<file path="src/rtl/i2c_target_rx.sv">
// I2C target endpoint: START/STOP decode, 7-bit address match, ACK,
// 16-bit write words to local logic, 16-bit read words to the master.
// Ports:
//   clk, RESET      system clock, sync active-high reset
//   SCL             bus clock from master (async to clk)
//   SDA_OUT, SDA_OE master SDA data / drive enable
//   TX_DATA         word returned on a read
//   SDA_IN, SDA_DRV target SDA value / target-driving flag
//   RX_DATA         last completed write word
//   RX_VALID        pulse when RX_DATA updates
//   TX_REQ          pulse when TX_DATA is sampled
//   BUSY            START seen, not yet back in IDLE
//   ERR             pulse on an aborted frame
module i2c_target_rx #(
  parameter logic [6:0] DEV_ADDR  = 7'h2A,
  parameter logic       ACK_LEVEL = 1'b1
) (
  input  logic        clk,
  input  logic        RESET,
  input  logic        SCL,
  input  logic        SDA_OUT,
  input  logic        SDA_OE,
  input  logic [15:0] TX_DATA,
  output logic        SDA_IN,
  output logic        SDA_DRV,
  output logic [15:0] RX_DATA,
  output logic        RX_VALID,
  output logic        TX_REQ,
  output logic        BUSY,
  output logic        ERR
);

  typedef enum logic [2:0] {
    IDLE,
    ADDR,
    ADDR_ACK,
    WR_BYTE,
    WR_ACK,
    RD_BYTE,
    RD_MACK,
    WAIT_STOP
  } state_t;

  logic sda_bus;
  logic scl_s1, scl_s2, scl_h;
  logic sda_s1, sda_s2, sda_h;
  logic scl_rise, scl_fall;
  logic sda_rise, sda_fall;
  logic start, stop;

  state_t      state;
  logic [3:0]  bit_cnt;
  logic [15:0] shreg;
  logic [15:0] tx_sh;
  logic        rw;
  logic        hi_done;

  assign sda_bus = SDA_OE ? SDA_OUT : 1'b1;

  always_ff @(posedge clk) begin
    if (RESET) begin
      scl_s1 <= 1'b1;
      scl_s2 <= 1'b1;
      scl_h  <= 1'b1;
      sda_s1 <= 1'b1;
      sda_s2 <= 1'b1;
      sda_h  <= 1'b1;
    end else begin
      scl_s1 <= SCL;
      scl_s2 <= scl_s1;
      scl_h  <= scl_s2;
      sda_s1 <= sda_bus;
      sda_s2 <= sda_s1;
      sda_h  <= sda_s2;
    end
  end

  assign scl_rise = scl_s2 & ~scl_h;
  assign scl_fall = ~scl_s2 & scl_h;
  assign sda_rise = sda_s2 & ~sda_h;
  assign sda_fall = ~sda_s2 & sda_h;
  assign start    = sda_fall & scl_s2;
  assign stop     = sda_rise & scl_s2;

  always_ff @(posedge clk) begin
    if (RESET) begin
      state    <= IDLE;
      bit_cnt  <= 4'd0;
      shreg    <= 16'h0000;
      tx_sh    <= 16'h0000;
      rw       <= 1'b0;
      hi_done  <= 1'b0;
      SDA_IN   <= ~ACK_LEVEL;
      SDA_DRV  <= 1'b0;
      RX_DATA  <= 16'h0000;
      RX_VALID <= 1'b0;
      TX_REQ   <= 1'b0;
      BUSY     <= 1'b0;
      ERR      <= 1'b0;
    end else begin
      RX_VALID <= 1'b0;
      TX_REQ   <= 1'b0;
      ERR      <= 1'b0;
      if (start) begin
        state   <= ADDR;
        bit_cnt <= 4'd0;
        shreg   <= 16'h0000;
        hi_done <= 1'b0;
        SDA_IN  <= ~ACK_LEVEL;
        SDA_DRV <= 1'b0;
        BUSY    <= 1'b1;
      end else if (stop) begin
        // A STOP while acking the final write byte ends a
        // completed frame, so it is not an abort.
        if (state != IDLE && state != WAIT_STOP &&
            !(state == WR_ACK && hi_done))
          ERR <= 1'b1;
        state   <= IDLE;
        bit_cnt <= 4'd0;
        SDA_IN  <= ~ACK_LEVEL;
        SDA_DRV <= 1'b0;
        BUSY    <= 1'b0;
      end else begin
        case (state)
          ADDR: begin
            if (scl_rise && bit_cnt != 4'd8) begin
              shreg   <= {shreg[14:0], sda_s2};
              bit_cnt <= bit_cnt + 4'd1;
            end else if (scl_fall && bit_cnt == 4'd8) begin
              bit_cnt <= 4'd0;
              if (shreg[7:1] == DEV_ADDR) begin
                state   <= ADDR_ACK;
                rw      <= shreg[0];
                SDA_IN  <= ACK_LEVEL;
                SDA_DRV <= 1'b1;
                if (shreg[0]) begin
                  tx_sh  <= TX_DATA;
                  TX_REQ <= 1'b1;
                end
              end else begin
                state <= WAIT_STOP;
              end
            end
          end
          ADDR_ACK: begin
            if (scl_fall) begin
              if (rw) begin
                state   <= RD_BYTE;
                SDA_IN  <= tx_sh[15];
                SDA_DRV <= 1'b1;
                tx_sh   <= {tx_sh[14:0], 1'b0};
                bit_cnt <= 4'd1;
              end else begin
                state   <= WR_BYTE;
                SDA_IN  <= ~ACK_LEVEL;
                SDA_DRV <= 1'b0;
                bit_cnt <= 4'd0;
              end
            end
          end
          WR_BYTE: begin
            if (scl_rise && bit_cnt != 4'd8) begin
              shreg   <= {shreg[14:0], sda_s2};
              bit_cnt <= bit_cnt + 4'd1;
            end else if (scl_fall && bit_cnt == 4'd8) begin
              state   <= WR_ACK;
              bit_cnt <= 4'd0;
              SDA_IN  <= ACK_LEVEL;
              SDA_DRV <= 1'b1;
              if (hi_done) begin
                RX_DATA  <= shreg;
                RX_VALID <= 1'b1;
              end
            end
          end
          WR_ACK: begin
            if (scl_fall) begin
              SDA_IN  <= ~ACK_LEVEL;
              SDA_DRV <= 1'b0;
              if (hi_done) begin
                state <= WAIT_STOP;
              end else begin
                hi_done <= 1'b1;
                state   <= WR_BYTE;
              end
            end
          end
          RD_BYTE: begin
            if (scl_fall) begin
              if (bit_cnt == 4'd8) begin
                state   <= RD_MACK;
                bit_cnt <= 4'd0;
                SDA_IN  <= ~ACK_LEVEL;
                SDA_DRV <= 1'b0;
              end else begin
                SDA_IN  <= tx_sh[15];
                SDA_DRV <= 1'b1;
                tx_sh   <= {tx_sh[14:0], 1'b0};
                bit_cnt <= bit_cnt + 4'd1;
              end
            end
          end
          RD_MACK: begin
            // Master ACK is SDA low; a high bit is a NACK.
            if (scl_rise) begin
              if (hi_done || sda_s2) begin
                if (!hi_done)
                  ERR <= 1'b1;
                state <= WAIT_STOP;
              end else begin
                hi_done <= 1'b1;
                state   <= RD_BYTE;
              end
            end
          end
          default: begin
          end
        endcase
      end
    end
  end

endmodule

</file>
<file path="config.mk">
export PLATFORM = sky130hd
export DESIGN_NAME = i2c_target_rx
export DESIGN_NICKNAME = d
export VERILOG_FILES = /design/src/rtl/i2c_target_rx.sv
export SDC_FILE = /design/constraint.sdc
export NUM_CORES = 1
export LEC_CHECK = 0
export CORE_MARGIN = 2
export CORE_UTILIZATION = 49
export CTS_CLUSTER_SIZE = 24
export DETAILED_ROUTE_END_ITERATION = 7
export HOLD_SLACK_MARGIN = 0.03
export PLACE_DENSITY = 0.86
export SKIP_LAST_GASP = 1
export SLEW_MARGIN = 20
export SYNTH_ARGS = -nofsm -noshare
export SYNTH_HDL_FRONTEND = slang
export SYNTH_SLANG_ARGS = --single-unit
</file>
<file path="constraint.sdc">
create_clock -name clk -period 2.2 [get_ports clk]
set_input_delay 0.33 -clock clk [delete_from_list [all_inputs] [get_ports clk]]
set_output_delay 0.33 -clock clk [all_outputs]
set_load 0.05 [all_outputs]
</file>
==> results.md, run 1 <==
* Status: finished with violations
* Failing checks: negative setup slack
* Total global-route track usage at 19.8%
* Critical-path cell list: inv_2, ha_4, and3b_1, a211o_1, a221o_2, buf_6, or3_1, a21oi_2
* Gp weighted congestion at 0.888
* Endpoints failing setup at 1
* CTS tree: built
* Top Layer Used: met4
* Setup crit end kind: flip-flop
* Final Hold Fails at 0
* CP startpoint kind: flip-flop
* Leading cell type in the layout, fill and taps excluded: dfxtp_1
* DR WL met2 at 3.34 mm
* Final Hold Slack at 0.415 ns
* Fin crit share at 100%
* Family with the most delay on the worst path: compound AO/OA/AOI/OAI gates
* Yosys Warn Count at 0
* Data required, critical path at approximately 2.5 ns
* Total power at 2450 µW
* Drt pass-1 iters at 5
* ANT nets after route at 0
* Post-synthesis net count at 386
* PnR worst setup slack at -0.00577 ns
* Antenna violations before repair at 0
* M1 WL at ~3.1 mm
* Commonest non-fill, non-tap cells in the layout: dfxtp_1 (67), clkdlybuf4s50_1 (42), nand2_1 (37), a21oi_1 (37)
* Max VDD drop at 0.525 mV
* Number of fill cells in the layout at 511
* Area of the mapped netlist at about 3100 µm²
* Vias in the first global route at 2,642
* Logic pwr share at 6.6%
* FP Rows at 29
* Via count at about 2.8k
* Synth cell types at 50
* Ys async rst share at 0%
* Met3 WL at 393 µm
* Sw power at 581 µW
* Final Max Slew Viols at 0
* Fmax at between 400 and 500 MHz
* Total inserted antenna cells at 0
* Clk_lat worst skew at 0.35 ns
* Root buffer cell: clkbuf_8
* Rel. slew slack at 65.2%
* Inserted Clock Buffers at 9
* RSZ-0062 raised after global routing: yes
* P_int at 1870 µW
* DRC at 0
* Clock power frac at 41.6%
* Final clock skew at between 0.009 and 0.01 ns
* Longest Clk Path Bufs at 2
* DP HPWL at 4.76 mm
* WL per Instance at 14.1 µm
* Layout area overhead at 27.8%
* Die H at 84.2 µm
* Congestion Overflow GR at 0
* Util after Layout at 64.1%
* WP buf/inv at 2
* MaxCap Viol Count at 0
* Die X at between 80 and 90 µm
* CTS hold repair buffers at 0
* Hold Path Class: flip-flop to flip-flop
* Synth Register Bits at 69
* Starting density of the core at 50.1%
* Pin slew with the least headroom to its limit at 0.520 ns
* Sink Count at 69
* Post-route minimum period at between 2 and 2.5 ns
* H-tree levels at 3
* Largest net degree at the start of global routing at 20
* Multi-input logic area at 1680 µm²
* Iter 0 DRT Violations at 151
* Area of placed instances at 3710 µm²
* Reg power frac at between 50% and 60%
* Leakage power at 0.00150 µW
* P per Cell Area at 609 nW/µm²
* Share of layout cells above drive strength 1 at 17.1%
* Sw frac at a little under a quarter
* Worst Setup Path Type: flip-flop to flip-flop
* Nets at approximately 440
* EDFF count, synth at 0
* PortBufs at 42
* Core area at ~6300 µm²
* Peak fanout along the critical path at 7
* Routed WL at 7.01 mm
* Post-Syn Instances at 363
* First-pass GRT wire length at 11.6 mm
* Post-synthesis sequential area ratio at between 40 and 50%
* Crit path DAT at between 2 and 2.5 ns
* I/O pins at 43
* Clock transition at the registers of the reported paths at 0.08 ns
* Ys flop type: dfxtp_1
* Reg area at approximately 1400 µm²
* Slowest cell on crit path: a221o_2
* Drt via density at 5.62
* Mean Syn Cell Area at 8.67 µm²
* Die area at 7080 µm²
* Finished Cell Area at 4020 µm²
* Critical Path Max Stage Delay at 0.49 ns
==> routing by layer <==
layer	global-route usage [%]	vias to the layer above
li1	-	1382
met1	24.9	1307
met2	32.1	90
met3	5.31	16
met4	8.80	0
met5	0	-
==> synthesized netlist by cell type (all sizes together), types with 3 or more instances <==
cell type / instances / area share [%]
dfxtp: 69 / 44
a21oi: 44 / 7.0
nand2: 37 / 4.4
mux2i: 35 / 11
nor2: 35 / 4.2
o21ai: 23 / 3.7
clkbuf: 16 / 1.9
or3: 15 / 3.0
buf: 9 / 2.4
inv: 7 / 0.83
or2: 7 / 1.4
nor2b: 6 / 1.4
nor3b: 5 / 1.4
nand3: 4 / 0.64
nor3: 4 / 0.64
a21o: 3 / 0.72
and2: 3 / 0.60
nand2b: 3 / 0.60
==> cells by family (layout without fill, tap and decap cells) <==
kind of cell	count (synthesis)	count (layout)	synth area share (%)
AO/OA/AOI/OAI	92	92	17.2
AND/OR/NAND/NOR	131	131	21.3
flip-flops	69	69	43.9
buffers and inverters	32	89	5.13
adder cells (fa/ha/maj)	2	2	0.795
multiplexers	35	35	11.1
XOR/XNOR	2	2	0.557
==> worst paths after layout <==
check,start,slack (ns),endpoint,cells after the start
worst max register to register,bit_cnt[1],-0.006,tx_sh[13],8
worst max-delay path,bit_cnt[1],-0.006,tx_sh[13],8
worst min register to register,sda_s1,0.42,sda_s2,1
worst min-delay path,sda_s1,0.42,sda_s2,1
==> through the flow <==
stage | worst slack [ns] | cells | setup TNS [ns]
2_1_floorplan | 0.0850 | 363 | 0
3_3_place_gp | 0.0444 | 478 | 0
3_5_place_dp | -0.0106 | 478 | -0.0260
4_1_cts | -0.00246 | 496 | -0.00246
5_1_grt | -0.0635 | 497 | -0.286
6_report | -0.00577 | 497 | -0.00577
==> repair_timing <==
action	in CTS	in global routing
gates resized for setup	4	22
gates cloned	0	1
setup buffers	2	0
endpoints found under the setup margin	11	17
pin swaps	0	31
==> power by group through the flow <==
stage	Sequential [µW]	Clock, µW	Combinational (µW)
2_1_floorplan	1300	0	80.6
3_3_place_gp	1300	0	143
3_5_place_dp	1300	0	146
4_1_cts	1270	1040	150
5_1_grt	1270	1090	175
6_report	1270	1020	161
==> sequential cells by signal (all words and copies together), names as in the netlist <==
name	flops
state	3
BUSY	1
scl_s1	1
sda_h	1
bit_cnt	4
RX_VALID	1
shreg	16
scl_s2	1
SDA_DRV	1
SDA_IN	1
hi_done	1
sda_s1	1
tx_sh	16
rw	1
TX_REQ	1
RX_DATA	16
ERR	1
sda_s2	1
scl_h	1
==> final cells by class <==
| cell class | instances | area share, % |
|---|---|---|
| multi-input combinational | 262 | 41.8 |
| clock inverter | 7 | 1.83 |
| sequential | 69 | 34.4 |
| timing repair buffer | 66 | 15.9 |
| clock buffer | 9 | 3.08 |
| inverter | 7 | 0.653 |
| tap | 77 | 2.39 |
Note: power is estimated with default switching activity, not from simulation.
==> inputs of run 2 (changes only) <==
- PLACE_DENSITY: 0.86 -> 0.8
==> run 2 against run 1 <==
  * The run now ends clean
  * Combinational power is 6% lower
  * First-iteration DRC count rose by 24%
  * Sequential power hardly changed
  * Critical path type unchanged
  * Fmax grew 3.0%
  * Flip-flop and latch count unchanged
  * Sequential share of layout area up 0.28 points
  * Design area fell by 0.81%
  * Global-route usage rose by 0.25 points
  * Non-clock buffer count is 2 higher
  * Worst setup slack improved by 0.065 ns
==> results.md, run 2 (synthesis gave the netlist of run 1 again) <==
* Die X at 84.2 µm (unchanged)
* Antenna violations before repair at 0 (unchanged)
* Slowest cell on crit path: a221o_2
* Rel. slew slack at 64.9% (-0.36 points)
* Critical-path cell list: inv_1, ha_2, and3b_1, a211o_1, a221o_2, buf_6, or3_4, a21oi_2
* Via count at 2,740 (-2.0%)
* I/O pins at 43 (unchanged)
* P per Cell Area at 647 nW/µm² (+6.2%)
* Pin slew with the least headroom to its limit at 0.525 ns (+0.00533 ns)
* Endpoints failing setup at 0 (-1)
* Data required, critical path at 2.47 ns (about the same)
* Worst Setup Path Type: flip-flop to flip-flop
* Root buffer cell: clkbuf_8
* Setup WS pre-CTS at 0.00571 ns (+0.0163 ns)
* Longest Clk Path Bufs at 2 (unchanged)
* Starting density of the core at 50.1% (unchanged)
* Die H at 84.2 µm (unchanged)
* Hold Path Class: flip-flop to flip-flop
* First-pass GRT wire length at 11.7 mm (+1.2%)
* Util after Layout at 63.6% (-0.52 points)
* Sink Count at 69 (unchanged)
* Total inserted antenna cells at 0 (unchanged)
* Core area at 6280 µm² (unchanged)
* Layout area overhead at 26.8%
* Drt via density at 5.49 (-2.4%)
* Number of fill cells in the layout at 535 (+4.7%)
* DP HPWL at 4.82 mm (+1.1%)
* Status: completed
* Vias in the first global route at 2,611 (-1.2%)
* H-tree levels at 3 (unchanged)
* Max VDD drop at 0.473 mV (-10%)
* Final Hold Fails at 0 (unchanged)
* Top flop regs: RX_DATA x16, shreg x16, tx_sh x16
* PortBufs at 42 (unchanged)
* Commonest non-fill, non-tap cells in the layout: dfxtp_1 (67), a21oi_1 (42), clkdlybuf4s50_1 (42)
* Leakage power at 0.00150 µW (-0.40%)
* Congestion Overflow GR at 0 (unchanged)
* Nets at 440 (+0.46%)
* Final Max Slew Viols at 0 (unchanged)
* FP Rows at 29 (unchanged)
* Final clock skew at 0.0105 ns (+0.00128 ns)
* Clk_lat worst skew at 0.34 ns (about the same)
* PnR worst setup slack at 0.0593 ns (+0.0650 ns)
* WL per Instance at 13.9 µm (-1.5%)
* DRC at 0 (unchanged)
* Clock transition at the registers of the reported paths at 0.08 ns (about the same)
* Fmax at 467 MHz (+3.0%)
* Share of layout cells above drive strength 1 at 14.7% (-2.5 points)
* Largest net degree at the start of global routing at 23 (+15%)
* Gp weighted congestion at 0.914 (+2.9%)
* Post-route minimum period at 2.14 ns (-0.0650 ns)
* Iter 0 DRT Violations at 187 (+24%)
* Critical Path Max Stage Delay at 0.42 ns (-0.07 ns)
* Peak fanout along the critical path at 7 (unchanged)
* Crit path DAT at 2.41 ns (-0.07 ns)
* Fin crit share at 97.3% (-3.0 points)
* Family with the most delay on the worst path: compound AO/OA/AOI/OAI gates
* Setup crit end kind: flip-flop
* CTS tree: built
* WP buf/inv at 2 (unchanged)
* Total global-route track usage at 20.1% (+0.25 points)
* Drt pass-1 iters at 4 (-1)
* Reg area at 1380 µm² (unchanged)
* Inserted Clock Buffers at 9 (unchanged)
* Leading cell type in the layout, fill and taps excluded: dfxtp_1
* Die area at 7080 µm² (unchanged)
* CP startpoint kind: flip-flop
* MaxCap Viol Count at 0 (unchanged)
* Routed WL at 6.93 mm (-1.1%)
* ANT nets after route at 0 (unchanged)
* Multi-input logic area at 1630 µm² (-3.1%)
run 2: cell types whose count changed in the layout (fill, tap and decap cells not counted), moves of 2 or more:
cell / change
a21oi_1: +5
a21oi_2: -5
inv_2: -2
o21ai_1: -3
buf_4: +2
or3_1: +3
clkinv_2: -2
or3_4: -3
o21ai_0: +3
inv_1: +2
run 2: power by group:
group	switching (µW)	internal, µW	total [µW]	leakage, µW
Clock	482	677	1160	0.000113
Sequential	9.72	1260	1270	0.000558
Combinational	74.2	78.0	152	0.000826
Total	566	2020	2580	0.00150
run 2: metal layers:
metal / GRT usage (%) / up-vias / share of wire (%)
li1: - / 1384 / -
met1: 24.7 / 1278 / 45
met2: 33.3 / 72 / 48
met3: 4.82 / 6 / 5.8
met4: 9.53 / 0 / 0.94
met5: 0 / - / 0
run 2: final cells by class:
cell class | count | area share [%]
clock inverter | 6 | 2.35
clock buffer | 10 | 3.45
inverter | 7 | 0.658
timing repair buffer | 68 | 15.6
sequential | 69 | 34.7
tap | 77 | 2.41
multi-input combinational | 262 | 40.8
run 2: repair_timing:
action                                  4_1_cts  5_1_grt
gates cloned                                  1        0
endpoints found under the setup margin        3       17
hold endpoints to repair                      0        0
buffers inserted                              3        0
pin swaps                                    14        2
hold buffers                                  0        0
gates resized for setup                       5        6
run 2: through the flow:
step | total power [µW] | area, µm² | TNS, ns | hold WS (ns) | cells
finish | 2580 | 3990 | 0 | 0.410 | 499
detailed placement | 1440 | 3700 | 0 | 0.397 | 479
global placement | 1440 | 3700 | 0 | 0.391 | 479
floorplan | 1380 | 3150 | 0 | 0.389 | 363
global route | 2680 | 3990 | -0.0352 | 0.426 | 499
CTS | 2610 | 3980 | 0 | 0.413 | 499
run 2: worst paths after layout:
| path | start | end | slack [ns] | depth (start not counted) |
|---|---|---|---|---|
| worst max register to register | bit_cnt[1] | tx_sh[11] | 0.06 | 8 |
| worst max-delay path | bit_cnt[1] | tx_sh[11] | 0.06 | 8 |
| worst min-delay path | scl_s1 | scl_s2 | 0.41 | 1 |
| worst min register to register | scl_s1 | scl_s2 | 0.41 | 1 |
run 2: worst register-to-register path, stage by stage (launching register included):
cell and delay, ns:
dfxtp_1 0.34, inv_1 0.05, ha_2 0.16, and3b_1 0.17, a211o_1 0.26, a221o_2 0.42, buf_6 0.15, or3_4 0.39
a21oi_2 0.14
==> inputs of run 3 (changes only) <==
- CTS_CLUSTER_DIAMETER: unset -> 30
==> results of run 3 <==
Same layout as run 2: the final DEF is identical, and so are final timing and power.
